## src/rtl/bru_pkg.sv

```systemverilog
// Shared types and constants for the branch resolve unit and its per-slot comparator.
package bru_pkg;

    localparam int BRU_PC_W = 11;

    typedef enum logic {
        BRU_IDLE  = 1'b0,
        BRU_FLUSH = 1'b1
    } bru_state_e;

    // Slot1 is the older instruction of the issue pair; its mispredict kills slot2.
    localparam logic BRU_SLOT1_OLDER = 1'b1;

endpackage

```

## src/rtl/bru_slot_cmp.sv

```systemverilog
// Per-slot prediction check: flags a mispredict and forms the corrected fetch PC.
module bru_slot_cmp
    import bru_pkg::*;
#(
    parameter int PC_W = BRU_PC_W
) (
    input  logic            valid,
    input  logic            pred,
    input  logic            taken,
    input  logic [PC_W-1:0] pc,
    input  logic [PC_W-1:0] target,
    output logic            mispredict,
    output logic [PC_W-1:0] corr_pc
);

    always_comb begin
        mispredict = valid && (taken != pred);
        // Fall-through wraps naturally at the top of the PC space.
        corr_pc    = taken ? target : pc + PC_W'(1);
    end

endmodule

```

## src/rtl/branch_resolve_unit.sv

```systemverilog
// Execute-stage branch resolution: BHT update strobes, redirect pulse and flush window.
// Saturating perf counters are built only when BRU_PERF_CNT_EN is defined.
module branch_resolve_unit
    import bru_pkg::*;
#(
    parameter int PC_W         = BRU_PC_W,
    parameter int FLUSH_CYCLES = 2,
    parameter int PERF_W       = 16
) (
    input  logic              clk,
    input  logic              reset,
    input  logic              stallE,
    input  logic              branchE1,
    input  logic              branchE2,
    input  logic              predE1,
    input  logic              predE2,
    input  logic              takenE1,
    input  logic              takenE2,
    input  logic [PC_W-1:0]   pcE1,
    input  logic [PC_W-1:0]   pcE2,
    input  logic [PC_W-1:0]   targetE1,
    input  logic [PC_W-1:0]   targetE2,
    output logic              upd_branch1,
    output logic              upd_branch2,
    output logic              upd_taken1,
    output logic              upd_taken2,
    output logic [PC_W-1:0]   upd_pc1,
    output logic [PC_W-1:0]   upd_pc2,
    output logic              redirect_valid,
    output logic [PC_W-1:0]   redirect_pc,
    output logic              flush,
    output logic [PERF_W-1:0] br_count,
    output logic [PERF_W-1:0] mispred_count
);

    localparam int               CNT_W      = (FLUSH_CYCLES > 1) ? $clog2(FLUSH_CYCLES) : 1;
    localparam logic [CNT_W-1:0] FLUSH_INIT = CNT_W'(FLUSH_CYCLES - 1);

    bru_state_e       state_q, state_d;
    logic [CNT_W-1:0] flush_cnt_q, flush_cnt_d;
    logic             flush_q, flush_d;
    logic             redirect_valid_q, redirect_valid_d;
    logic [PC_W-1:0]  redirect_pc_q, redirect_pc_d;
    logic             upd_branch1_q, upd_branch1_d;
    logic             upd_branch2_q, upd_branch2_d;
    logic             upd_taken1_q, upd_taken1_d;
    logic             upd_taken2_q, upd_taken2_d;
    logic [PC_W-1:0]  upd_pc1_q, upd_pc1_d;
    logic [PC_W-1:0]  upd_pc2_q, upd_pc2_d;

    logic             resolve;
    logic             v1, v2;
    logic             mis1, mis2;
    logic [PC_W-1:0]  corr_pc1, corr_pc2;

    assign resolve = (state_q == BRU_IDLE) && !stallE;
    assign v1      = resolve && branchE1;
    assign v2      = resolve && branchE2 && !(mis1 && BRU_SLOT1_OLDER);

    bru_slot_cmp #(.PC_W(PC_W)) u_slot1 (
        .valid      (v1),
        .pred       (predE1),
        .taken      (takenE1),
        .pc         (pcE1),
        .target     (targetE1),
        .mispredict (mis1),
        .corr_pc    (corr_pc1)
    );

    bru_slot_cmp #(.PC_W(PC_W)) u_slot2 (
        .valid      (v2),
        .pred       (predE2),
        .taken      (takenE2),
        .pc         (pcE2),
        .target     (targetE2),
        .mispredict (mis2),
        .corr_pc    (corr_pc2)
    );

    // NOTE: every signal gets a default at the top of the block so no path leaves it unassigned (no latch).
    always_comb begin
        state_d          = state_q;
        flush_cnt_d      = flush_cnt_q;
        flush_d          = 1'b0;
        redirect_valid_d = 1'b0;
        redirect_pc_d    = '0;

        case (state_q)
            BRU_IDLE: begin
                if (mis1 || mis2) begin
                    state_d          = BRU_FLUSH;
                    flush_cnt_d      = FLUSH_INIT;
                    flush_d          = 1'b1;
                    redirect_valid_d = 1'b1;
                    redirect_pc_d    = mis1 ? corr_pc1 : corr_pc2;
                end
            end
            BRU_FLUSH: begin
                if (flush_cnt_q == '0) begin
                    state_d = BRU_IDLE;
                end else begin
                    flush_cnt_d = flush_cnt_q - CNT_W'(1);
                    flush_d     = 1'b1;
                end
            end
            default: state_d = BRU_IDLE;
        endcase

        upd_branch1_d = v1;
        upd_branch2_d = v2;
        upd_taken1_d  = resolve && takenE1;
        upd_taken2_d  = resolve && takenE2;
        upd_pc1_d     = resolve ? pcE1 : '0;
        upd_pc2_d     = resolve ? pcE2 : '0;
    end

    // NOTE: sequential state uses non-blocking assignments; reset is sampled on the clock edge.
    always_ff @(posedge clk) begin
        if (!reset) begin
            state_q          <= BRU_IDLE;
            flush_cnt_q      <= '0;
            flush_q          <= 1'b0;
            redirect_valid_q <= 1'b0;
            redirect_pc_q    <= '0;
            upd_branch1_q    <= 1'b0;
            upd_branch2_q    <= 1'b0;
            upd_taken1_q     <= 1'b0;
            upd_taken2_q     <= 1'b0;
            upd_pc1_q        <= '0;
            upd_pc2_q        <= '0;
        end else begin
            state_q          <= state_d;
            flush_cnt_q      <= flush_cnt_d;
            flush_q          <= flush_d;
            redirect_valid_q <= redirect_valid_d;
            redirect_pc_q    <= redirect_pc_d;
            upd_branch1_q    <= upd_branch1_d;
            upd_branch2_q    <= upd_branch2_d;
            upd_taken1_q     <= upd_taken1_d;
            upd_taken2_q     <= upd_taken2_d;
            upd_pc1_q        <= upd_pc1_d;
            upd_pc2_q        <= upd_pc2_d;
        end
    end

    assign upd_branch1    = upd_branch1_q;
    assign upd_branch2    = upd_branch2_q;
    assign upd_taken1     = upd_taken1_q;
    assign upd_taken2     = upd_taken2_q;
    assign upd_pc1        = upd_pc1_q;
    assign upd_pc2        = upd_pc2_q;
    assign redirect_valid = redirect_valid_q;
    assign redirect_pc    = redirect_pc_q;
    assign flush          = flush_q;

`ifdef BRU_PERF_CNT_EN
    logic [PERF_W-1:0] br_count_q, br_count_d;
    logic [PERF_W-1:0] mispred_count_q, mispred_count_d;
    logic [PERF_W:0]   br_sum;

    // The extra sum bit detects overflow so the counter pins at all-ones.
    always_comb begin
        br_sum          = {1'b0, br_count_q} + (PERF_W+1)'({1'b0, v1} + {1'b0, v2});
        br_count_d      = br_sum[PERF_W] ? '1 : br_sum[PERF_W-1:0];
        mispred_count_d = mispred_count_q;
        if ((mis1 || mis2) && (mispred_count_q != '1)) begin
            mispred_count_d = mispred_count_q + PERF_W'(1);
        end
    end

    always_ff @(posedge clk) begin
        if (!reset) begin
            br_count_q      <= '0;
            mispred_count_q <= '0;
        end else begin
            br_count_q      <= br_count_d;
            mispred_count_q <= mispred_count_d;
        end
    end

    assign br_count      = br_count_q;
    assign mispred_count = mispred_count_q;
`else
    assign br_count      = '0;
    assign mispred_count = '0;
`endif

endmodule

```

## config.mk

```make
export PLATFORM = sky130hd
export DESIGN_NAME = branch_resolve_unit
export DESIGN_NICKNAME = d
export VERILOG_FILES = /design/src/rtl/bru_pkg.sv /design/src/rtl/bru_slot_cmp.sv /design/src/rtl/branch_resolve_unit.sv
export SDC_FILE = /design/constraint.sdc
export NUM_CORES = 1
export LEC_CHECK = 0
export ABC_AREA = 1
export BUFFER_PORTS_ARGS = -buffer_cell sky130_fd_sc_hd__buf_4
export CORE_UTILIZATION = 45
export CTS_BUF_LIST = sky130_fd_sc_hd__clkbuf_4 sky130_fd_sc_hd__clkbuf_8
export DETAILED_ROUTE_END_ITERATION = 8
export PLACE_DENSITY = 0.83
export SLEW_MARGIN = 0
export SYNTH_ARGS = -nofsm -noshare
export SYNTH_HDL_FRONTEND = slang
export SYNTH_SLANG_ARGS = --single-unit
export TNS_END_PERCENT = 30
```

## constraint.sdc

```tcl
create_clock -name clk -period 1.73 [get_ports clk]
set_clock_uncertainty 0.2 [all_clocks]
set_input_delay 0.346 -clock clk [delete_from_list [all_inputs] [get_ports clk]]
set_output_delay 0.346 -clock clk [all_outputs]
set_load 0.03 [all_outputs]
```

After elaboration in Yosys (flattened, before gate mapping)
Index checks and enable logic that the tools add are counted.
{ "op_classes": {"n_addsub": 3, "n_mul": 0, "div_mod_pow": 0, "order_cmp": 0, "n_eq_ne": 3, "shift": 0, "mux": 9, "bitwise": 3, "reduce_logical": 14} }
{ "op_table": {"columns": ["op", "n"], "rows": [
  ["11-bit 2-to-1 mux", 3],
  ["11-bit by 1-bit adder with 11-bit output, second input constant", 2],
  ["1-bit logical AND", 8],
  ["1-bit 2-to-1 mux", 4],
  ["1-bit case mux with 2 select lines", 2],
  ["1-bit inverter", 3],
  ["3-bit OR reduction", 1],
  ["1-bit zero test", 2],
  ["1-bit inequality test", 2],
  ["2-bit by 1-bit inequality test with 1-bit output, second input constant", 1],
  ["2-bit AND reduction", 1],
  ["2-bit OR reduction", 1],
  ["1-bit logical OR", 1],
  ["1-bit subtractor, second input constant", 1]
]} }
{ "word_totals": {"reg_bits": 40, "latch_bits": 0, "mem_bits_rw": 0, "mem_bits_ro": 0, "inputBits": 53, "out_inout_bits": 71, "wordCells": 42, "n_memories": 0} }

Longest topological paths before layout
Gate-level depths: netlist of the first run.
{ "logic_depth": {"word_depth": 10, "mapped_depth": 8, "depth_no_buf": 8} }

Modules after synthesis
From an unflattened synthesis of the first run, not the netlist that was laid out.
{ "hier_totals": {"hier_cells": 365, "area_unflattened_um2": 2327.2} }
{ "modules_own_cells": {"columns": ["module", "instances", "cells_each", "area_per_inst_um2", "seq_area_each_um2"], "rows": [
  ["branch_resolve_unit", 1, 213, 1616.6, 800.8],
  ["bru_slot_cmp", 2, 76, 355.3, 0.0]
]} }

Worst setup path after synthesis of the first run
No wires, ideal clock.
{ "synth_timing": {"path_kind": "register -> register", "startpoint": "register flush (netlist name)", "endpoint": "register upd_taken1_q, in the netlist upd_taken1", "setup_ns": 0.128, "arrival_ns": 1.142, "required_ns": 1.402, "setup_slack_ns": 0.261, "stages_incl_launch_ff": 5, "n_path_buf": 1, "period_less_slack_ns": 1.469, "cell_sequence": "dfxtp_1 -> nor2_2 -> nand2_1 -> clkbuf_1 -> nor2_1"} }
{ "synth_rtl": {"columns": ["item", "line", "source"], "rows": [
  ["end signal: assignment", "branch_resolve_unit.sv:139", "upd_taken1_q <= upd_taken1_d;"],
  ["end: declaration", "branch_resolve_unit.sv:46", "logic upd_taken1_q, upd_taken1_d;"]
]} }

==> results.cfg, run 1 <==
[timing]
setup-violations-final = 0
final.setup.worst_slack_ns = 0.168
final-max-slew-violation-count = 0
max_freq_mhz = 640
fin_setup_tns_ns = 0
hold_fails_final_rpt = 0
rsz0062_at_grt = false
timing.final.crit_share = 0.903
final.min_clock_period_ns = 1.56

[grt]
globalRouteMet1Util = 0.246
groute.usage.overall = 0.209
grt_max_degree = 26
global_route.overflow_total = 0
number_of_antenna_violations_at_the_first_check_in_global_routing = 0
grt_pass1_wl_microns = 8220
grt.met3_usage = 0.0627
global_route.peak_usage_layer = met2
vias_in_the_first_global_route = 1838
grtUsageMet2 = 0.363

[yosys]
synth_flop_cell = sky130_fd_sc_hd__dfxtp_1
post_synth_xor_area_fraction = 0.0246
post_synth_and_or_nand_nor_area_fraction = 0.312
synth-edff-count = 0
multiplexer_fraction_of_the_synthesized_cell_area = 0
mean_cell_area_of_the_mapped_netlist_sq_um = 6.96
synth_compound_gate_area_share = 0.0849
ys_seq_area_frac = 0.375
yosys_warnings = 0
async_reset_ff_frac = 0
ff_latch_count_synth = 40
synth.cell_area_sq_um = 2140
synth_cells = 307
post_synth_fa_ha_maj_area_fraction = 0.0117
largest_family_of_logic_cells_by_synthesized_area = simple AND/OR/NAND/NOR gates
netlist-cell-type-count = 26

[placement]
place.detailed.instances = 446
io_buffer_count = 91
postPlaceCellArea_sq_um = 2760
pre_cts_ws_ns = 0.0412
place.detailed.hpwl_microns = 4100
gpl.final_weighted_congestion = 0.825

[drt]
number_of_violations_reported_at_the_end_of_detailed_routing_iteration_0 = 135
ant_nets = 0
via_per_inst = 4.58
post_drt_wl_per_cell_microns = 11.2
wirelength_microns = 5060
post-route-drc-count = 18
drtPass1Iterations = 8
total_via_count_after_detailed_routing = 2076

[final_layout]
proportion_of_layout_cells_with_a_drive_suffix_above_1 = 0.307
layout.cells.most_common = sky130_fd_sc_hd__buf_4
layout.cells.most_common_list = 93 x sky130_fd_sc_hd__buf_4, 68 x sky130_fd_sc_hd__nor2_1, 57 x sky130_fd_sc_hd__nand2_1, 40 x sky130_fd_sc_hd__dfxtp_1, 32 x sky130_fd_sc_hd__conb_1
flip_flop_and_latch_area_sq_um = 801
final_net_count = 456
final_cell_area_sq_um = 2840
layoutNonFillerInstCount = 453
antenna-diode-count = 0
area_growth_syn_to_layout_pct = 32.9
fillers = 404
multi_input_area_sq_um = 1050

[clock_tree]
ctsLongestPathBuffers = 2
cts_htree_levels = 2
holdBufCountCts = 0
cts.clk_slew.worst_paths_ns = 0.08
clock_latency_ns = 0.29
clock_tree_from_tritoncts = yes
root_buffer = sky130_fd_sc_hd__clkbuf_8
number_of_sinks_on_the_clock_net = 40
cts_setup_buffers = 0
post_cts_resize_count = 0
tritoncts.num_buffers = 5

[power_and_ir_drop]
net_switching_power_figure_uw = 679
seq_power_share = 0.459
power_leakage_uw = 0.00154
share_comb_of_total_power = 0.259
share_clk_of_total_power = 0.281
power.density_cell_area_nw_per_um2 = 749
irDropWorstVdd_uv = 369
power_switching_share = 0.319
power.internal_uw = 1450

[floorplanning]
die_area_sq_um = 5030
dieWidth_microns = 70.9
placementRows = 24
start_util = 0.481
core_sq_um = 4440
floorplan.die.height_microns = 70.9
total_i_o_pin_count = 124

[worst_setup_path]
critPathArrivalTime_ns = 1.60
crit_required_ns = 1.77
critical-path-slowest-cell = sky130_fd_sc_hd__dfxtp_1
criticalPathCategory = flip-flop to flip-flop
worstPathCellList = nor2_2 -> nand3_4 -> nand2_2 -> nand2_2 -> inv_1 -> o21a_1
crit_path_start_kind = flip-flop
timing.critical_path.mode_cell = sky130_fd_sc_hd__nand2_2
crit_fanout = 13
cp_delay_by_family_top = simple AND/OR/NAND/NOR gates
end_kind = flip-flop
crit_buf_inv = 1
timing.critical_path.slowest_cell_delay_ns = 0.35

[run_status]
status = finished with violations
violations = DRC

[run]
drv_cap = 0

[worst_hold_path]
holdCritPathClass = primary input to flip-flop
area by class of cell:
| class | instances | area share |
|---|---|---|
| multi-input combinational | 227 | 0.369 |
| sequential | 40 | 0.282 |
| timing repair buffer | 94 | 0.253 |
| inverter | 33 | 0.0445 |
| clock buffer | 6 | 0.0269 |
| tap | 52 | 0.0229 |
| clock inverter | 1 | 0.00176 |
power by group through the flow:
stage | Combinational [uW] | Clock [uW] | Sequential (uW)
5_1_grt | 599 | 642 | 979
4_1_cts | 551 | 605 | 976
6_report | 551 | 598 | 976
2_1_floorplan | 314 | 0 | 1080
3_5_place_dp | 550 | 0 | 997
3_3_place_gp | 542 | 0 | 997
stage by stage:
stage          total power [uW]  utilization  hold WS [ns]
2_1_floorplan              1390            -         0.226
3_3_place_gp               1540        0.620         0.239
3_5_place_dp               1550        0.620         0.254
4_1_cts                    2130        0.639        0.0881
5_1_grt                    2220        0.639        0.0995
6_report                   2130        0.639        0.0912
tightest hold or removal path: stages:
cell and delay, ns:
sky130_fd_sc_hd__buf_4 0.12, sky130_fd_sc_hd__inv_1 0.05, sky130_fd_sc_hd__nor2_1 0.03
cell usage after synthesis (4+ instances only):
library cell | instances | area, sq um
sky130_fd_sc_hd__nor2_1 | 68 | 255
sky130_fd_sc_hd__nand2_1 | 57 | 214
sky130_fd_sc_hd__dfxtp_1 | 40 | 801
sky130_fd_sc_hd__buf_4 | 32 | 240
sky130_fd_sc_hd__inv_1 | 30 | 113
sky130_fd_sc_hd__nand3_1 | 26 | 130
sky130_fd_sc_hd__o21ai_0 | 10 | 50.1
sky130_fd_sc_hd__a21oi_2 | 9 | 78.8
sky130_fd_sc_hd__xor2_1 | 5 | 43.8
sky130_fd_sc_hd__a21oi_1 | 4 | 20.0
sky130_fd_sc_hd__nand2_2 | 4 | 25.0
sky130_fd_sc_hd__nor2_2 | 4 | 25.0
metal layers:
| layer | share of wire | wire, microns | vias up |
|---|---|---|---|
| met3 | 0.095 | 482 | 8 |
| met4 | 0.021 | 107 | 0 |
| met5 | 0 | 0 | - |
| met1 | 0.39 | 1990 | 912 |
| li1 | - | - | 1060 |
| met2 | 0.49 | 2480 | 96 |
sequential cells by signal, indices dropped and copies added (netlist names):
signal,flops
redirect_pc,11
upd_pc1,11
upd_pc2,11
flush,1
flush_cnt_q,1
redirect_valid,1
upd_branch1,1
upd_branch2,1
upd_taken1,1
upd_taken2,1
logic make-up after synthesis:
family / after synthesis
compound gates: 27
xor+xnor: 6
fa+ha+maj: 2
buf+inv: 71
flops: 40
other cells: 1
simple gates: 160
path summary, 6_finish.rpt:
| kind | slack, ns | startpoint | end | cells past startpoint |
|---|---|---|---|---|
| setup / recovery | 0.17 | flush$_SDFF_PN0_ | redirect_pc[1]$_SDFF_PP0_ | 6 |
| hold / removal | 0.09 | pcE2[2] | upd_pc2[2]$_SDFF_PN0_ | 3 |
| hold reg to reg | 0.27 | flush_cnt_q$_SDFFE_PN0P_ | flush$_SDFF_PN0_ | 2 |
| setup reg to reg | 0.17 | flush$_SDFF_PN0_ | redirect_pc[1]$_SDFF_PP0_ | 6 |
No activity file was read; power rests on OpenSTA's default activity.
==> run 2, diff against run 1 <==
CORE_UTILIZATION = 47   (was 45)
PLACE_DENSITY = 0.84   (was 0.83)
SYNTH_HIERARCHICAL = 1   (was unset)
==> results.cfg, run 2 <==
[run_status]
status = finished with violations
violations = setup timing

[yosys]
yosysTopAreaCell = sky130_fd_sc_hd__dfxtp_1
mean_cell_area_of_the_mapped_netlist_sq_um = 6.38
leading_cell_types_by_total_area_after_synthesis = sky130_fd_sc_hd__dfxtp_1 34%, sky130_fd_sc_hd__nand2_1 15%, sky130_fd_sc_hd__nor2_1 11%
synth_compound_gate_area_share = 0.0409
multiplexer_fraction_of_the_synthesized_cell_area = 0
ys_seq_area_frac = 0.344
synth_commonest_cells = 93 x sky130_fd_sc_hd__nand2_1, 69 x sky130_fd_sc_hd__nor2_1, 66 x sky130_fd_sc_hd__inv_1, 40 x sky130_fd_sc_hd__dfxtp_1, 33 x sky130_fd_sc_hd__buf_4
synthDominantCellAreaShare = 0.344
synth_flop_cell = sky130_fd_sc_hd__dfxtp_1
ff_latch_count_synth = 40
largest_family_of_logic_cells_by_synthesized_area = simple AND/OR/NAND/NOR gates
post_synth_xor_area_fraction = 0.00753
synth-edff-count = 0
synth_cells = 365
post_synth_and_or_nand_nor_area_fraction = 0.351
post_synth_fa_ha_maj_area_fraction = 0.0108
netlist-cell-type-count = 21
yosys_warnings = 6
async_reset_ff_frac = 0
synth.cell_area_sq_um = 2330
most_repeated_cell_in_the_gate_level_netlist_after_synthesis = sky130_fd_sc_hd__nand2_1

[grt]
groute.usage.overall = 0.207
global_route.overflow_total = 0
vias_in_the_first_global_route = 2122
number_of_antenna_violations_at_the_first_check_in_global_routing = 0
grt_pass1_wl_microns = 8560
grt_max_degree = 27

[timing]
timing.final.crit_share = 1.05
hold_fails_final_rpt = 0
final.setup.worst_slack_ns = -0.0797
rsz0062_at_grt = true
final-max-slew-violation-count = 0
final.min_clock_period_ns = 1.81
max_freq_mhz = 553
setup-violations-final = 12
fin_setup_tns_ns = -0.393

[final_layout]
core_occupancy_in_the_finished_layout = 0.669
final_cell_area_sq_um = 3180
antenna-diode-count = 0
proportion_of_layout_cells_with_a_drive_suffix_above_1 = 0.303
area_growth_syn_to_layout_pct = 36.6
final_net_count = 519
layoutNonFillerInstCount = 532
layout.cells.most_common = sky130_fd_sc_hd__buf_4
layout.cells.most_common_list = 101 x sky130_fd_sc_hd__buf_4, 88 x sky130_fd_sc_hd__nand2_1, 64 x sky130_fd_sc_hd__inv_1, 62 x sky130_fd_sc_hd__nor2_1, 39 x sky130_fd_sc_hd__dfxtp_1

[floorplanning]
core_sq_um = 4750
die_area_sq_um = 5240
placementRows = 25
floorplan.die.height_microns = 72.4
dieWidth_microns = 72.4
total_i_o_pin_count = 124
start_util = 0.489

[drt]
wirelength_microns = 5690
drtPass1Iterations = 4
total_via_count_after_detailed_routing = 2371
number_of_violations_reported_at_the_end_of_detailed_routing_iteration_0 = 147
ant_nets = 0
via_per_inst = 4.46
post-route-drc-count = 0
post_drt_wl_per_cell_microns = 10.7

[worst_setup_path]
crit_path_start_kind = flip-flop
end_kind = flip-flop
critPathArrivalTime_ns = 1.79
crit_required_ns = 1.71
crit_fanout = 7
criticalPathCategory = flip-flop to flip-flop

[run]
drv_cap = 0

[power_and_ir_drop]
irDropWorstVdd_uv = 428
power_leakage_uw = 0.00187
power.density_cell_area_nw_per_um2 = 705

[clock_tree]
root_buffer = sky130_fd_sc_hd__clkbuf_8
clock_latency_ns = 0.29
cts.clk_slew.worst_paths_ns = 0.08
tritoncts.num_buffers = 5
cts_htree_levels = 2
clock_tree_from_tritoncts = yes
ctsLongestPathBuffers = 2
number_of_sinks_on_the_clock_net = 40

[placement]
place.detailed.instances = 520
gpl.final_weighted_congestion = 0.862
io_buffer_count = 91
place.detailed.hpwl_microns = 4170
pre_cts_ws_ns = -0.209
postPlaceCellArea_sq_um = 2980

[worst_hold_path]
holdCritPathClass = primary input to flip-flop
[run 2: critical path, stage by stage (launching register included)]
cell and delay [ns]:
sky130_fd_sc_hd__dfxtp_4 0.35, sky130_fd_sc_hd__inv_2 0.04, sky130_fd_sc_hd__nand2_2 0.05, sky130_fd_sc_hd__nor2_2 0.09
sky130_fd_sc_hd__o21ai_2 0.08, sky130_fd_sc_hd__a21oi_4 0.13, sky130_fd_sc_hd__inv_2 0.06, sky130_fd_sc_hd__nand2_2 0.07
sky130_fd_sc_hd__nor2_2 0.04, sky130_fd_sc_hd__o21ai_1 0.10, sky130_fd_sc_hd__a21oi_1 0.08, sky130_fd_sc_hd__inv_1 0.10
sky130_fd_sc_hd__nand2_4 0.10, sky130_fd_sc_hd__nand2_8 0.14, sky130_fd_sc_hd__nand2_2 0.07
[run 2: final cells by class]
class,count,area (sq um)
inverters,69,262
flip-flops and latches,40,805
fillers,421,1580
multi-input cells,247,1180
repair buffers,101,758
well taps,67,83.8
clock buffers,5,68.8
clock inverters,3,18.8
[run 2: what timing repair did]
| item | CTS | global route |
|---|---|---|
| setup buffers | 0 | 4 |
| resized for setup | 1 | 18 |
| endpoints found under the setup margin | 14 | 14 |
| pin swaps | 1 | 14 |
| hold buffers | 0 | 0 |
| gates cloned | 0 | 1 |
[run 2: stage by stage]
stage                     total power [uW]  hold slack, ns
after floorplan                       1430           0.224
after global placement                1580           0.228
after detailed placement              1590           0.245
after CTS                             2210          0.0829
after global routing                  2340          0.0927
final                                 2240          0.0906
[run 2: path summary, 6_finish.rpt]
kind | to | cells after the start | slack (ns) | from
max | flush_cnt_q$_SDFFE_PN0P_ | 14 | -0.08 | flush$_SDFF_PN0_
min | upd_pc1[9]$_SDFF_PN0_ | 3 | 0.09 | pcE1[9]
max reg2reg | flush_cnt_q$_SDFFE_PN0P_ | 14 | -0.08 | flush$_SDFF_PN0_
min reg2reg | flush$_SDFF_PN0_ | 2 | 0.28 | flush_cnt_q$_SDFFE_PN0P_
[run 2: where the power goes]
group / internal [uW] / switching, uW
Sequential: 961 / 12.5
Combinational: 227 / 419
Clock: 281 / 341
[run 2: metal layers]
layer  global-route usage  routed length (microns)  vias up
met3               0.0264                      398        7
met2                0.381                     2870      112
met5                    0                        0        -
met1                0.237                     2350     1050
met4               0.0959                       72        0
li1                     -                        -     1202
[run 2: cells by family after synthesis]
family | count (synthesis)
buffers and inverters | 110
adders and majority gates | 2
other | 1
and+or+nand+nor | 192
DFF | 40
AOI/OAI and AO/OA | 18
xor gates and xnor gates | 2
